==> src/rtl/fifo_rd_stream_pkg.sv <==
// Shared constants for the FIFO read-side stream adapter, so the FIFO and the
// adapter agree on word width and burst framing defaults.
package fifo_rd_stream_pkg;

    localparam int FIFO_WIDTH        = 16;
    localparam int FIFO_DEPTH        = 32;
    localparam int BURST_LEN_DEFAULT = 4;
    localparam int CNT_W_DEFAULT     = 16;

    // Bits needed to hold 0..n-1; never less than one so BURST_LEN=1 still has a counter.
    function automatic int clog2(input int n);
        int w;
        w = 1;
        while ((1 << w) < n) begin
            w = w + 1;
        end
        return w;
    endfunction

endpackage

==> src/rtl/fifo_rd_stream_skid_buf2.sv <==
// Two-entry (head + skid) buffer between the FIFO read port and the output
// stream; absorbs the word still in flight when the consumer stalls.
module skid_buf2
    import fifo_rd_stream_pkg::*;
#(
    parameter int WIDTH = FIFO_WIDTH
) (
    input  logic             clk,
    input  logic             rst,
    input  logic             flush,
    input  logic             in_valid,
    input  logic [WIDTH-1:0] in_data,
    output logic             out_valid,
    input  logic             out_ready,
    output logic [WIDTH-1:0] out_data,
    output logic [1:0]       occ
);

    // Handshakes: a word moves out on a cycle with out_valid && out_ready;
    // in_valid has no ready because the producer only issues a word when it
    // has already reserved room (occ + in-flight - outgoing < 2).
    logic [WIDTH-1:0] head_q, head_d;
    logic [WIDTH-1:0] skid_q, skid_d;
    logic [1:0]       occ_q, occ_d;
    logic             pop;
    logic             push;

    always_comb begin
        pop    = (occ_q != 2'd0) && out_ready;
        push   = in_valid && !flush;
        head_d = head_q;
        skid_d = skid_q;
        occ_d  = occ_q;

        if (pop && (occ_q == 2'd2)) begin
            head_d = skid_q;
        end

        if (push) begin
            if ((occ_q == 2'd0) || ((occ_q == 2'd1) && pop)) begin
                head_d = in_data;
            end else if ((occ_q == 2'd1) || pop) begin
                skid_d = in_data;
            end
        end

        case ({push, pop})
            2'b10:   occ_d = (occ_q == 2'd2) ? occ_q : occ_q + 2'd1;
            2'b01:   occ_d = occ_q - 2'd1;
            default: occ_d = occ_q;
        endcase

        // Handshake of this cycle already happened; flush only clears what remains.
        if (flush) begin
            occ_d = 2'd0;
        end
    end

    always_ff @(posedge clk or posedge rst) begin
        if (rst) begin
            head_q <= '0;
            skid_q <= '0;
            occ_q  <= 2'd0;
        end else begin
            head_q <= head_d;
            skid_q <= skid_d;
            occ_q  <= occ_d;
        end
    end

    assign out_valid = (occ_q != 2'd0);
    assign out_data  = head_q;
    assign occ       = occ_q;

endmodule

==> src/rtl/fifo_rd_stream.sv <==
// FIFO read-side adapter: pops the FIFO, hides its one-cycle read latency with
// a 2-entry skid buffer and frames the stream into fixed-length bursts.
module fifo_rd_stream
    import fifo_rd_stream_pkg::*;
#(
    parameter int WIDTH     = FIFO_WIDTH,
    parameter int BURST_LEN = BURST_LEN_DEFAULT,
    parameter int CNT_W     = CNT_W_DEFAULT
) (
    input  logic             clk,
    input  logic             rst,
    input  logic             flush,
    input  logic             fifo_empty,
    output logic             fifo_rd_en,
    input  logic [WIDTH-1:0] fifo_rd_data,
    output logic             m_valid,
    input  logic             m_ready,
    output logic [WIDTH-1:0] m_data,
    output logic             m_last,
    output logic [CNT_W-1:0] burst_cnt
);

    localparam int                BEAT_W    = clog2(BURST_LEN);
    localparam logic [BEAT_W-1:0] LAST_BEAT = BEAT_W'(BURST_LEN - 1);

    logic              inflight_q, inflight_d;
    logic [BEAT_W-1:0] beat_q, beat_d;
    logic [CNT_W-1:0]  burst_cnt_q, burst_cnt_d;
    logic [1:0]        occ;
    logic              pop_out;
    logic [2:0]        fill;

    skid_buf2 #(
        .WIDTH(WIDTH)
    ) u_skid (
        .clk      (clk),
        .rst      (rst),
        .flush    (flush),
        .in_valid (inflight_q),
        .in_data  (fifo_rd_data),
        .out_valid(m_valid),
        .out_ready(m_ready),
        .out_data (m_data),
        .occ      (occ)
    );

    always_comb begin
        pop_out = m_valid && m_ready;
        // Words the buffer will hold after this edge, before any new pop lands.
        fill        = {1'b0, occ} + {2'b00, inflight_q} - {2'b00, pop_out};
        fifo_rd_en  = !rst && !fifo_empty && !flush && (fill < 3'd2);
        inflight_d  = fifo_rd_en;
        m_last      = m_valid && (beat_q == LAST_BEAT);
        beat_d      = beat_q;
        burst_cnt_d = burst_cnt_q;

        if (pop_out) begin
            if (m_last) begin
                beat_d      = '0;
                burst_cnt_d = burst_cnt_q + CNT_W'(1);
            end else begin
                beat_d = beat_q + BEAT_W'(1);
            end
        end

        if (flush) begin
            beat_d = '0;
        end
    end

    always_ff @(posedge clk or posedge rst) begin
        if (rst) begin
            inflight_q  <= 1'b0;
            beat_q      <= '0;
            burst_cnt_q <= '0;
        end else begin
            inflight_q  <= inflight_d;
            beat_q      <= beat_d;
            burst_cnt_q <= burst_cnt_d;
        end
    end

    assign burst_cnt = burst_cnt_q;

endmodule

==> config.mk <==
export PLATFORM = sky130hd
export DESIGN_NAME = fifo_rd_stream
export DESIGN_NICKNAME = d
export VERILOG_FILES = /design/src/rtl/fifo_rd_stream_pkg.sv /design/src/rtl/fifo_rd_stream_skid_buf2.sv /design/src/rtl/fifo_rd_stream.sv
export SDC_FILE = /design/constraint.sdc
export NUM_CORES = 1
export LEC_CHECK = 0
export ABC_AREA = 1
export CAP_MARGIN = 10
export CORE_MARGIN = 4
export CORE_UTILIZATION = 40
export DETAILED_ROUTE_END_ITERATION = 6
export PLACE_DENSITY = 0.65
export SLEW_MARGIN = 10
export SYNTH_ARGS = -nofsm -noshare
export SYNTH_HDL_FRONTEND = slang
export SYNTH_SLANG_ARGS = --single-unit
export TNS_END_PERCENT = 20
==> constraint.sdc <==
create_clock -name clk -period 3.9 [get_ports clk]
set_input_delay 0.78 -clock clk [delete_from_list [all_inputs] [get_ports clk]]
set_output_delay 0.78 -clock clk [all_outputs]
set_load 0.01 [all_outputs]
==> results of run 1 <==
## cells in the mapped netlist (all sizes together), types with 3 or more instances
cell type | number | area, sq um
nand2 | 98 | 393
dfrtp | 53 | 1330
nand3 | 41 | 218
nor2 | 37 | 178
inv | 20 | 75.1
a31oi | 16 | 100
buf | 11 | 78.8
o21ai | 6 | 45.1
xnor2 | 6 | 52.6
ha | 5 | 62.6
nand3b | 3 | 22.5
nand4 | 3 | 18.8
o21bai | 3 | 22.5
xor2 | 3 | 26.3
## flip-flops by register name, indices dropped and copies added (netlist names)
name	cells
inflight_q	1
burst_cnt	16
beat_q	2
u_skid.occ	2
u_skid.skid_q	16
u_skid.out_data	16
## power by group through the flow
| stage | Sequential (mW) | Combinational (mW) | Clock, mW |
|---|---|---|---|
| final | 0.782 | 0.753 | 0.433 |
| after global routing | 0.803 | 0.835 | 0.462 |
| after CTS | 0.783 | 0.758 | 0.444 |
| after detailed placement | 0.793 | 0.756 | 0 |
| after global placement | 0.790 | 0.744 | 0 |
| after floorplan | 0.831 | 0.398 | 0 |
## placed cells by master (no fill, tap or decap), drive strengths merged
cell type       n
buf             7
a21oi           1
bufinv          2
ha              5
nand2          98
clkbuf          5
dlymetal6s2s    1
clkinv          1
xor2            3
nor3            1
and2            1
a31oi          16
xnor2           6
nand3b          3
clkdlybuf4s50  54
dfrtp          53
nor2           37
inv            20
o21bai          3
nand4           3
nor4            1
nand3          41
o21ai           6
fa              1
o31ai           1
## metal layers
layer | vias to the layer above | routed length [um]
li1 | 1130 | -
met1 | 1074 | 2710
met2 | 47 | 2850
met3 | 5 | 319
met4 | 0 | 59
met5 | - | 0
## critical path: stages
cell             delay, ns
clkdlybuf4s50_1       0.51
nand2_1               0.08
nor2_1                0.11
o21ai_0               0.12
fa_1                  0.49
nand2_1               0.06
nor4_2                0.23
dlymetal6s2s_1        0.20
## what timing repair did
item / in CTS / in global routing
buffers inserted: 0 / 0
gates resized for setup: 0 / 2
endpoints found under the setup margin: 0 / 1
## area by class of cell
type	instances	area (sq um)	area share, %
Timing Repair Buffer	62	606	17.6
Tap cell	77	96.3	2.80
Multi-Input combinational cell	227	1200	34.9
Sequential cell	53	1330	38.6
Clock inverter	3	65.1	1.89
Clock buffer	5	68.8	2.00
Inverter	20	75.1	2.18
## logic make-up (layout without fill, tap and decap cells)
| kind of cell | count (synthesis) | in the layout | share of synthesized area, % |
|---|---|---|---|
| XOR/XNOR | 9 | 9 | 2.95 |
| AO/OA/AOI/OAI | 27 | 27 | 6.93 |
| AND/OR/NAND/NOR | 185 | 185 | 31.7 |
| buffers and inverters | 31 | 90 | 5.76 |
| flip-flops | 53 | 53 | 49.6 |
| adder cells (fa/ha/maj) | 6 | 6 | 3.09 |
## worst max path at each step
stage,start,end,slack (ns),depth (start not counted)
after floorplan,u_skid.occ[1],fifo_rd_en,0.75,9
after global placement,m_ready,fifo_rd_en,0.07,8
after detailed placement,m_ready,fifo_rd_en,0.05,8
after CTS,m_ready,fifo_rd_en,0.04,8
after global routing,m_ready,fifo_rd_en,0.31,8
final,m_ready,fifo_rd_en,0.53,8
==> flow_summary.ini, run 1 <==
[route]
dr.pass1.iters = 5
routed_wl_mm = 5.94
vias = 2256
detail-route-antenna-nets = 0
drc_errors = 0
wl_per_cell_um = 13.3
drt-initial-drc-count = 136
vias_per_cell = 5.05

[power_and_ir_drop]
p_sw_share_pct = 34.1
leakage_nw = 1.67
power_mw = 1.97
power_density_nw_per_um2 = 572
power_frac_seq_pct = 39.7
p_switching_uw = 671
pwr-share-comb_pct = 38.3
p_clk_share_pct = 22.0
p_int_mw = 1.30
vdd_ir_drop_max_uv = 443

[clocking]
clk_path_buf_depth = 2
insertion_delay_ns = 0.30
clkSlewWorstSetupHoldPaths_ns = 0.09
cts_buffers = 5
clock_sinks = 53
cts-root-buf = clkbuf_8
cts_tree = done
hold_buffers = 0
htreeDepth = 2

[cells_and_area]
area_growth_syn_to_layout_pct = 28.5
design_area_sq_um = 3440
drive_above_1_share_pct = 10.3
instances_no_fill = 447
fin_util_pct = 53.5
nFillCells = 580
final_nets = 396
diodes = 0

[floorplan]
core_area_sq_um = 6420
initial_core_util_pct = 41.6
die_h_um = 89.8
rows = 29
ioPinCount = 56
dieArea_sq_um = 8060
die_w_um = 89.8

[global_routing]
grt_pass1_vias = 2153
grtUsageTotal_pct = 15.2
grt_pass1_wl_mm = 10.2
grt.overflow.total = 0
grt_max_degree = 44
busiest_layer = met2
grtUsageMet1_pct = 20.0
grtUsageMet2_pct = 25.8
met3_usage_pct = 3.01
antenna_found_initial = 0

[yosys]
synth-seq-cells = 53
ys.flop_type = dfrtp_1
yosysWarnings = 0
avgSynthCellArea_sq_um = 8.60
netlist_area_sq_um = 2670
synth_edf_count = 0
yosys.cell_types.count = 31
synth_cells = 311
synth.yosys.seq_area_share_pct = 49.6
synth_nets = 338
synthArstFlopShare_pct = 100

[min_path]
holdPathEnd = u_skid.skid_q[15]
whs_path_depth = 2
min-delay-start = u_skid.skid_q[15]
hold_path.class = register to register

[setup_path]
rrSetupSlack_ns = 1.79
critPathKind = primary input to output pin
cp.required_ns = 3.12
critPathCaptureType = output pin
startpoint_type = primary input
cp_max_fo = 3
rr_endpoint = inflight_q
ff2ff_path_depth = 9
worstPathArrival_ns = 2.59
rr_startpoint = u_skid.occ[0]

[timing]
holdWs_ns = 0.475
setup_viol = 0
fin_ws_ns = 0.532
min_period_ns = 3.37
finalSetupTns_ns = 0
fmax_mhz = 297
rsz0062_at_grt = no
slew_viol_final = 0
tightest_slew_ns = 0.884
fin_skew_ns = 0.00475
relSlewSlack_pct = 41.0
report.final.hold_viol_count = 0
fin_crit_sh_pct = 86.4

[flow_run]
maxCapViolCount = 0

[place]
hpwl_mm = 4.20
portBuffers = 55
dpl.cell_count = 439
gp_congestion = 0.833
pre_cts_ws_ns = 0.0491
placed_cell_area_sq_um = 3290

[outcome]
status = finished clean
(Power assumes the default switching activity.)
==> inputs of run 2 (changes only) <==
- DONT_BUFFER_PORTS: unset -> 1
- GPL_TIMING_DRIVEN: unset -> 0
- PLACE_DENSITY: 0.65 -> 0.54
==> run 2 against run 1 <==
Against the previous run:
- combinational power decreased by 34%
- first-iteration DRC count decreased by 26%
- sequential cell count unchanged
- power decreased by 11%
- sequential power increased by 8.7%
- die area unchanged
- global-route usage increased by 0.83 points
- non-clock buffer count decreased by 50
- critical path depth increased by 1
- maximum frequency decreased by 4.4%
- cell count decreased by 11%
- clock-buffer cell count increased by 1
- highest routed layer unchanged
==> flow_summary.ini, run 2 (synthesis results as in run 1) <==
[outcome]
status = finished clean

[setup_path]
path_cells = inv_1 -> ha_1 -> inv_2 -> nand2_1 -> nor2_1 -> o21ai_0 -> fa_1 -> nand2_1 -> nor4_2
cp.required_ns = 3.12
path_common_cell = nand2_1
rrSetupSlack_ns = 1.32
path_delay_family = simple AND/OR/NAND/NOR gates
ff2ff_path_depth = 9
rr_startpoint = u_skid.occ[1]
crit_buf_inv = 2
cp_slowest_stage_delay_ns = 0.49
worstPathArrival_ns = 2.75
critPathKind = register to output pin
cp_max_fo = 6
rr_endpoint = inflight_q
critPathCaptureType = output pin
crit_path_top_delay_cell = fa_1
startpoint_type = register

[route]
routed_wl_mm = 6.17
dr.pass1.iters = 4
wl_per_cell_um = 15.5
vias = 2066
drt-initial-drc-count = 100
vias_per_cell = 5.20
detail-route-antenna-nets = 0
drc_errors = 0

[global_routing]
grtUsageTotal_pct = 16.0
grt.overflow.total = 0
grt_max_degree = 38
antenna_found_initial = 0
grt_pass1_vias = 2038
grt_pass1_wl_mm = 10.6

[cells_and_area]
most-common-layout-cells = nand2_1 (90), dfrtp_1 (52), nand3_1 (40)
final_common_cell = nand2_1
area_growth_syn_to_layout_pct = 9.13
final_nets = 346
diodes = 0
drive_above_1_share_pct = 13.8
nFillCells = 653

[power_and_ir_drop]
leakage_nw = 1.45
vdd_ir_drop_max_uv = 290
p_int_mw = 1.09
p_switching_uw = 655
p_sw_share_pct = 37.5
power_frac_seq_pct = 48.7
p_clk_share_pct = 22.7
pwr-share-comb_pct = 28.6
power_density_nw_per_um2 = 598

[place]
gp_congestion = 0.849
hpwl_mm = 4.50
portBuffers = 0
pre_cts_ws_ns = 0.450

[timing]
report.final.hold_viol_count = 0
rsz0062_at_grt = no
fin_ws_ns = 0.375
fin_skew_ns = 0.00717
relSlewSlack_pct = 71.3
fin_crit_sh_pct = 90.4
min_period_ns = 3.53
setup_viol = 0
tightest_slew_ns = 0.428
slew_viol_final = 0
fmax_mhz = 284
finalSetupTns_ns = 0

[clocking]
htreeDepth = 2
clk_path_buf_depth = 2
hold_buffers = 0
clock_sinks = 53
cts_tree = done
cts_resized = 0
cts_setup_buffers = 0
insertion_delay_ns = 0.31
cts-root-buf = clkbuf_8
clkSlewWorstSetupHoldPaths_ns = 0.09
cts_buffers = 5

[floorplan]
core_area_sq_um = 6420
die_w_um = 89.8
dieArea_sq_um = 8060
initial_core_util_pct = 41.6
rows = 29
die_h_um = 89.8
ioPinCount = 56

[min_path]
hold_path.class = primary input to async pin

[flow_run]
maxCapViolCount = 0
==> run 2: worst max path at each step <==
stage,from,to,cells after the start
after floorplan,u_skid.occ[1],fifo_rd_en,9
after global placement,u_skid.occ[1],fifo_rd_en,9
after detailed placement,u_skid.occ[1],fifo_rd_en,9
after CTS,u_skid.occ[1],fifo_rd_en,9
after global routing,u_skid.occ[1],fifo_rd_en,9
final,u_skid.occ[1],fifo_rd_en,9
==> run 2: cell type report <==
type / instances / area (sq um) / share of cell area, %
Tap cell: 77 / 96.3 / 3.30
Clock buffer: 6 / 82.6 / 2.83
Timing Repair Buffer: 1 / 20.0 / 0.686
Clock inverter: 2 / 37.5 / 1.29
Sequential cell: 53 / 1330 / 45.5
Buffer: 11 / 78.8 / 2.70
Multi-Input combinational cell: 227 / 1200 / 41.1
Inverter: 20 / 75.1 / 2.57
==> run 2: power by group through the flow <==
stage	clock network (mW)	logic (mW)	registers, mW
floorplan	0	0.398	0.831
global placement	0	0.488	0.862
detailed placement	0	0.502	0.862
CTS	0.408	0.502	0.853
global route	0.435	0.579	0.876
finish	0.396	0.499	0.850
==> run 2: metal layers <==
layer	vias to the layer above	share of wire [%]	global-route usage (%)
li1	1034	-	-
met1	978	48	22.0
met2	48	45	25.3
met3	6	6.3	4.67
met4	0	0.86	3.45
met5	-	0	0
==> run 2: through the flow <==
step           power, mW  cell area (sq um)  cells  hold WS [ns]  utilization (%)
3_3_place_gp        1.35               2770    388         0.456             43.1
3_5_place_dp        1.36               2790    389         0.460             43.4
2_1_floorplan       1.23               2670    311         0.443                -
5_1_grt             1.89               2920    397         0.350             45.4
4_1_cts             1.76               2910    397         0.344             45.3
6_report            1.74               2920    397         0.338             45.4
